`src/rtl/f32_sched_pkg.sv`:
```
// Shared scheduling definitions for the FP-unit arbiter: per-operator latencies
// and the tag that follows each issued operation down the unit's pipeline.
package f32_sched_pkg;

    localparam int ADD_LAT = 5;
    localparam int SUB_LAT = 5;
    localparam int MUL_LAT = 4;

    // Wide enough for the largest supported requester count (16).
    localparam int IDX_W = 4;

    typedef struct packed {
        logic             valid;
        logic [IDX_W-1:0] index;
    } tag_t;

endpackage

```
`src/rtl/tag_delay.sv`:
```
// Fixed-depth shift register carrying {valid, index} tags alongside the FP unit,
// so each result can be routed back to the requester that issued it.
module tag_delay
    import f32_sched_pkg::*;
#(
    parameter int DEPTH = 5
) (
    input  logic clk,
    input  logic rst,
    input  tag_t tag_in,
    output tag_t tag_out
);

    tag_t pipe [DEPTH];

    always_ff @(posedge clk or negedge rst) begin
        if (!rst) begin
            for (int i = 0; i < DEPTH; i++) begin
                pipe[i] <= '0;
            end
        end else begin
            pipe[0] <= tag_in;
            for (int i = 1; i < DEPTH; i++) begin
                pipe[i] <= pipe[i-1];
            end
        end
    end

    assign tag_out = pipe[DEPTH-1];

endmodule

```
`src/rtl/f32_unit_arbiter.sv`:
```
// Round-robin arbiter sharing one pipelined FP unit among NUM_REQ requesters;
// results are steered back to their owner through a tag pipeline.
module f32_unit_arbiter
    import f32_sched_pkg::*;
#(
    parameter int NUM_REQ = 4,
    parameter int LATENCY = ADD_LAT,
    parameter int WIDTH   = 32
) (
    input  logic                     clk,
    input  logic                     rst,
    input  logic [NUM_REQ-1:0]       req_valid,
    input  logic [NUM_REQ*WIDTH-1:0] req_a,
    input  logic [NUM_REQ*WIDTH-1:0] req_b,
    output logic [NUM_REQ-1:0]       req_ready,
    output logic [NUM_REQ-1:0]       rsp_valid,
    output logic [WIDTH-1:0]         rsp_data,
    output logic [WIDTH-1:0]         fu_a,
    output logic [WIDTH-1:0]         fu_b,
    output logic                     fu_t,
    input  logic [WIDTH-1:0]         fu_out,
    output logic [4:0]               in_flight,
    output logic                     idle
);

    localparam logic [IDX_W-1:0] PTR_INIT = IDX_W'(NUM_REQ - 1);
    localparam logic [IDX_W:0]   NREQ_W   = (IDX_W + 1)'(NUM_REQ);

    logic [IDX_W-1:0]     ptr;
    logic [IDX_W-1:0]     fu_idx;
    logic [IDX_W-1:0]     grant_idx;
    logic [IDX_W-1:0]     grant_off;
    logic [IDX_W:0]       grant_sum;
    logic [2*NUM_REQ-1:0] dbl_valid;
    logic [NUM_REQ-1:0]   rot_valid;
    logic                 grant_any;
    logic                 fire;
    logic                 ret;
    tag_t                 tag_entry;
    tag_t                 tag_exit;

    // Rotate requests so bit 0 is the requester just after ptr; the lowest set
    // bit is the winner. A 4-bit ptr+1 wraps correctly even for NUM_REQ=16.
    always_comb begin
        dbl_valid = {req_valid, req_valid} >> (ptr + 1'b1);
        rot_valid = dbl_valid[NUM_REQ-1:0];
        grant_off = '0;
        for (int j = NUM_REQ - 1; j >= 0; j--) begin
            if (rot_valid[j]) begin
                grant_off = IDX_W'(j);
            end
        end
        grant_sum = {1'b0, ptr} + (IDX_W + 1)'(1) + {1'b0, grant_off};
        if (grant_sum >= NREQ_W) begin
            grant_sum = grant_sum - NREQ_W;
        end
        grant_idx = grant_sum[IDX_W-1:0];
        grant_any = (|rot_valid) && rst;
        req_ready = grant_any ? (NUM_REQ'(1) << grant_idx) : '0;
    end

    assign fire = |(req_valid & req_ready);

    always_ff @(posedge clk or negedge rst) begin
        if (!rst) begin
            ptr    <= PTR_INIT;
            fu_a   <= '0;
            fu_b   <= '0;
            fu_t   <= 1'b0;
            fu_idx <= '0;
        end else begin
            fu_t <= fire;
            if (fire) begin
                ptr    <= grant_idx;
                fu_idx <= grant_idx;
                fu_a   <= req_a[grant_idx*WIDTH +: WIDTH];
                fu_b   <= req_b[grant_idx*WIDTH +: WIDTH];
            end
        end
    end

    always_comb begin
        tag_entry       = '0;
        tag_entry.valid = fu_t;
        tag_entry.index = fu_idx;
    end

    tag_delay #(
        .DEPTH (LATENCY)
    ) u_tag_delay (
        .clk     (clk),
        .rst     (rst),
        .tag_in  (tag_entry),
        .tag_out (tag_exit)
    );

    assign ret       = tag_exit.valid;
    assign rsp_valid = ret ? (NUM_REQ'(1) << tag_exit.index) : '0;
    assign rsp_data  = fu_out;

    // An operation counts from its acceptance edge until the edge ending its result cycle.
    always_ff @(posedge clk or negedge rst) begin
        if (!rst) begin
            in_flight <= '0;
        end else begin
            case ({fire, ret})
                2'b10:   in_flight <= in_flight + 5'd1;
                2'b01:   in_flight <= in_flight - 5'd1;
                default: in_flight <= in_flight;
            endcase
        end
    end

    assign idle = (in_flight == 5'd0) && (req_ready == '0);

endmodule
```
`config.mk`:
```
export PLATFORM = sky130hd
export DESIGN_NAME = f32_unit_arbiter
export DESIGN_NICKNAME = d
export VERILOG_FILES = /design/src/rtl/f32_sched_pkg.sv /design/src/rtl/tag_delay.sv /design/src/rtl/f32_unit_arbiter.sv
export SDC_FILE = /design/constraint.sdc
export NUM_CORES = 1
export LEC_CHECK = 0
export BUFFER_PORTS_ARGS = -buffer_cell sky130_fd_sc_hd__buf_2
export CAP_MARGIN = 20
export CELL_PAD_IN_SITES_DETAIL_PLACEMENT = 1
export CELL_PAD_IN_SITES_GLOBAL_PLACEMENT = 2
export CORE_ASPECT_RATIO = 1.75
export CORE_MARGIN = 3
export CORE_UTILIZATION = 27
export DETAILED_ROUTE_END_ITERATION = 6
export GPL_ROUTABILITY_DRIVEN = 1
export GPL_TIMING_DRIVEN = 0
export PLACE_DENSITY_LB_ADDON = 0.1
export SYNTH_ARGS = -nofsm -noshare
export SYNTH_HDL_FRONTEND = slang
export SYNTH_HIERARCHICAL = 1
export SYNTH_SLANG_ARGS = --single-unit
```
`constraint.sdc`:
```
create_clock -name clk -period 7.75 [get_ports clk]
set_input_delay 0.3875 -clock clk [delete_from_list [all_inputs] [get_ports clk]]
set_output_delay 0.3875 -clock clk [all_outputs]
set_load 0.005 [all_outputs]
```
==> results.py <==
metrics = {
    "run_status": {
        "status": "finished clean",
    },
    "run": {
        "maxCapViolCount": 0,
    },
    "routing": {
        "ant_nets": 0,
        "wl_per_cell_um": 21.0,
        "finalWirelength_um": 26900,
        "drt_iter0_drc": 136,
        "vias": 6032,
        "vias_per_cell": 4.71,
        "drt_pass1_iterations": 4,
        "drc": 0,
    },
    "power": {
        "power.switching_mw": 3.08,
        "power_density_nw_per_um2": 709,
        "peakVddDrop_v": 0.000253,
        "p_clk_frac": 0.079,
        "p_int_mw": 3.50,
        "combinationalPowerShare": 0.784,
        "p_total_mw": 6.58,
        "pwr-share-seq": 0.136,
        "switching_share": 0.468,
        "p_leak_nw": 5.02,
    },
    "timing": {
        "worst-slew-pin-transition_ps": 989,
        "fin_crit_ps": 5960,
        "fin_crit_sh": 0.769,
        "finalHoldViolations": 0,
        "report.final.slew_viol_count": 0,
        "relSlewSlack": 0.341,
        "fmax_mhz": 168,
        "setup_violations": 0,
        "rsz0062_at_grt": "no",
        "tns_ps": 0,
        "fin_skew_ps": 6.30,
    },
    "hold_path": {
        "hp-class": "input port to async pin",
    },
    "synth": {
        "ys_top_cells_by_count": "mux2i_1, dfrtp_1, o22ai_1, mux2_4, buf_4",
        "syn-num-nets": 888,
        "synthTopCellsByArea": "dfrtp_1, mux2i_1, mux2_4, o22ai_1, buf_4",
        "synth_area_leader_cell": "dfrtp_1",
        "syn_inst": 584,
        "synth-seq-area-share": 0.379,
        "synth_most_common_cell": "mux2i_1",
        "synthFlopType": "dfrtp_1",
        "synth_top_area_frac": 0.371,
        "async_flop_share": 1.00,
        "ys_seq_elements": 101,
        "yosysUniqueCellTypes": 49,
        "syn_area_um2": 6670,
        "ys_warn_count": 6,
        "avgSynthCellArea_um2": 11.4,
        "synth_edf_count": 0,
    },
    "cts": {
        "cts_hold_buf": 0,
        "postCtsSetupBuffers": 0,
        "cts_tree": "built",
        "cts_sinks": 101,
        "cts-root-buf": "clkbuf_16",
        "clkSlewWorstSetupHoldPaths_ps": 70,
        "htreeDepth": 3,
        "clock_path_buffers": 2,
        "clock_latency_ps": 360,
        "cts_made_buffers": 9,
        "post_cts_resized": 0,
    },
    "worst_setup_path": {
        "crit_arrival_ps": 6210,
        "required_ps": 7990,
        "critPathTopFamily": "adder cells",
        "crit_fanout": 10,
        "end_kind": "flip-flop",
        "max_stage_delay_ps": 630,
        "critPathKind": "flip-flop to flip-flop",
        "worst-path-buf-inv": 8,
        "crit_path_start": "ptr[1]",
        "cpMostUsedCell": "ha_1",
        "slowest_stage": "dfstp_2",
        "worst_setup_path_start_kind": "flip-flop",
        "reg2reg_from": "ptr[1]",
    },
    "finish": {
        "syn_to_final_growth_pct": 39.0,
        "drive_gt1_frac": 0.519,
        "nets": 1270,
    },
    "floorplan": {
        "die_area_um2": 26700,
        "core_area_um2": 24100,
        "row_count": 75,
        "start_util": 0.277,
        "die_w_um": 125,
        "num_io_pins": 405,
        "die_y_um": 214,
    },
    "global_route": {
        "grt_usage": 0.199,
        "antenna_found_initial": 2,
        "grt_pass1_wl_um": 40900,
        "grt_pass1_vias": 6628,
        "grt_max_degree": 63,
        "grt-ovfl-total": 0,
    },
    "placement": {
        "io_buffers": 370,
        "gp_congestion": 0.787,
        "hpwl_um": 22100,
    },
}
flip-flops by register name, summed over array words and instances (netlist names):
name and flops:
fu_a 32, in_flight 5, fu_idx 2, u_tag_delay/tag_out 5, fu_t 1, ptr 4, u_tag_delay/pipe 20, fu_b 32
cell usage in the layout, fill, tap and decap left out, drive strengths merged, types with 6 or more instances in the layout:
| cell type | n |
|---|---|
| o22ai | 65 |
| xor2 | 7 |
| dfrtp | 99 |
| nor3 | 8 |
| inv | 13 |
| clkbuf | 42 |
| mux2i | 131 |
| mux2 | 65 |
| o21ai | 12 |
| nor2 | 15 |
| nor2b | 6 |
| nand2 | 16 |
| buf | 422 |
| a21oi | 9 |
| ha | 8 |
cells by family (layout without fill, tap and decap cells):
kind of cell | count (synthesis) | in the layout | synth area share
other | 0 | 1 | 0
buffers and inverters | 95 | 482 | 0.0951
adder cells (fa/ha/maj) | 10 | 10 | 0.0210
AND/OR/NAND/NOR | 63 | 63 | 0.0473
AO/OA/AOI/OAI | 109 | 109 | 0.104
multiplexers | 196 | 196 | 0.340
XOR/XNOR | 10 | 10 | 0.0131
flip-flops | 101 | 101 | 0.379
worst paths after layout:
| check | endpoint | slack (ps) | depth (start not counted) |
|---|---|---|---|
| setup / recovery | in_flight[4] | 1790 | 30 |
| hold / removal | fu_b[11] | 30 | 1 |
| setup reg to reg | in_flight[4] | 1790 | 30 |
| hold reg to reg | u_tag_delay/pipe[18] | 350 | 0 |
| max in group asynchronous | ptr[0] | 6990 | 2 |
| min in group clk | u_tag_delay/pipe[18] | 350 | 0 |
routing by layer:
metal / vias to the layer above / track usage / part of all wire
met1: 2881 / 0.210 / 0.36
met4: 2 / 0.0666 / 0.024
met5: - / 0 / 0.00074
li1: 2872 / - / -
met2: 251 / 0.380 / 0.55
met3: 26 / 0.0509 / 0.062
area by class of cell:
cell class	count	area (µm²)
sequential	101	2530
tap	308	385
timing repair buffer	371	1880
multi-input combinational	388	3510
antenna	1	2.50
clock inverter	5	100
fill	2901	14800
clock buffer	11	233
buffer	82	586
inverter	13	48.8
power groups by stage:
stage	registers, mW	logic (mW)	clock network, mW
after floorplan	0.901	3.76	0
after global placement	0.898	5.26	0
after detailed placement	0.908	5.28	0
after CTS	0.901	5.29	0.541
after global routing	0.929	5.62	0.563
final	0.897	5.16	0.523
stage by stage:
step / hold slack [ps] / std cells / instance area, µm² / utilization / worst slack (ps)
after CTS: 33.8 / 1279 / 9270 / 0.384 / 1720
after detailed placement: 336 / 1263 / 8940 / 0.371 / 1740
after floorplan: 91.9 / 584 / 6670 / - / 2440
after global routing: 65.5 / 1280 / 9270 / 0.384 / 1230
after global placement: 333 / 1262 / 8910 / 0.369 / 1760
final: 26.6 / 1280 / 9270 / 0.384 / 1790
Power figures use the tool's default switching activity.
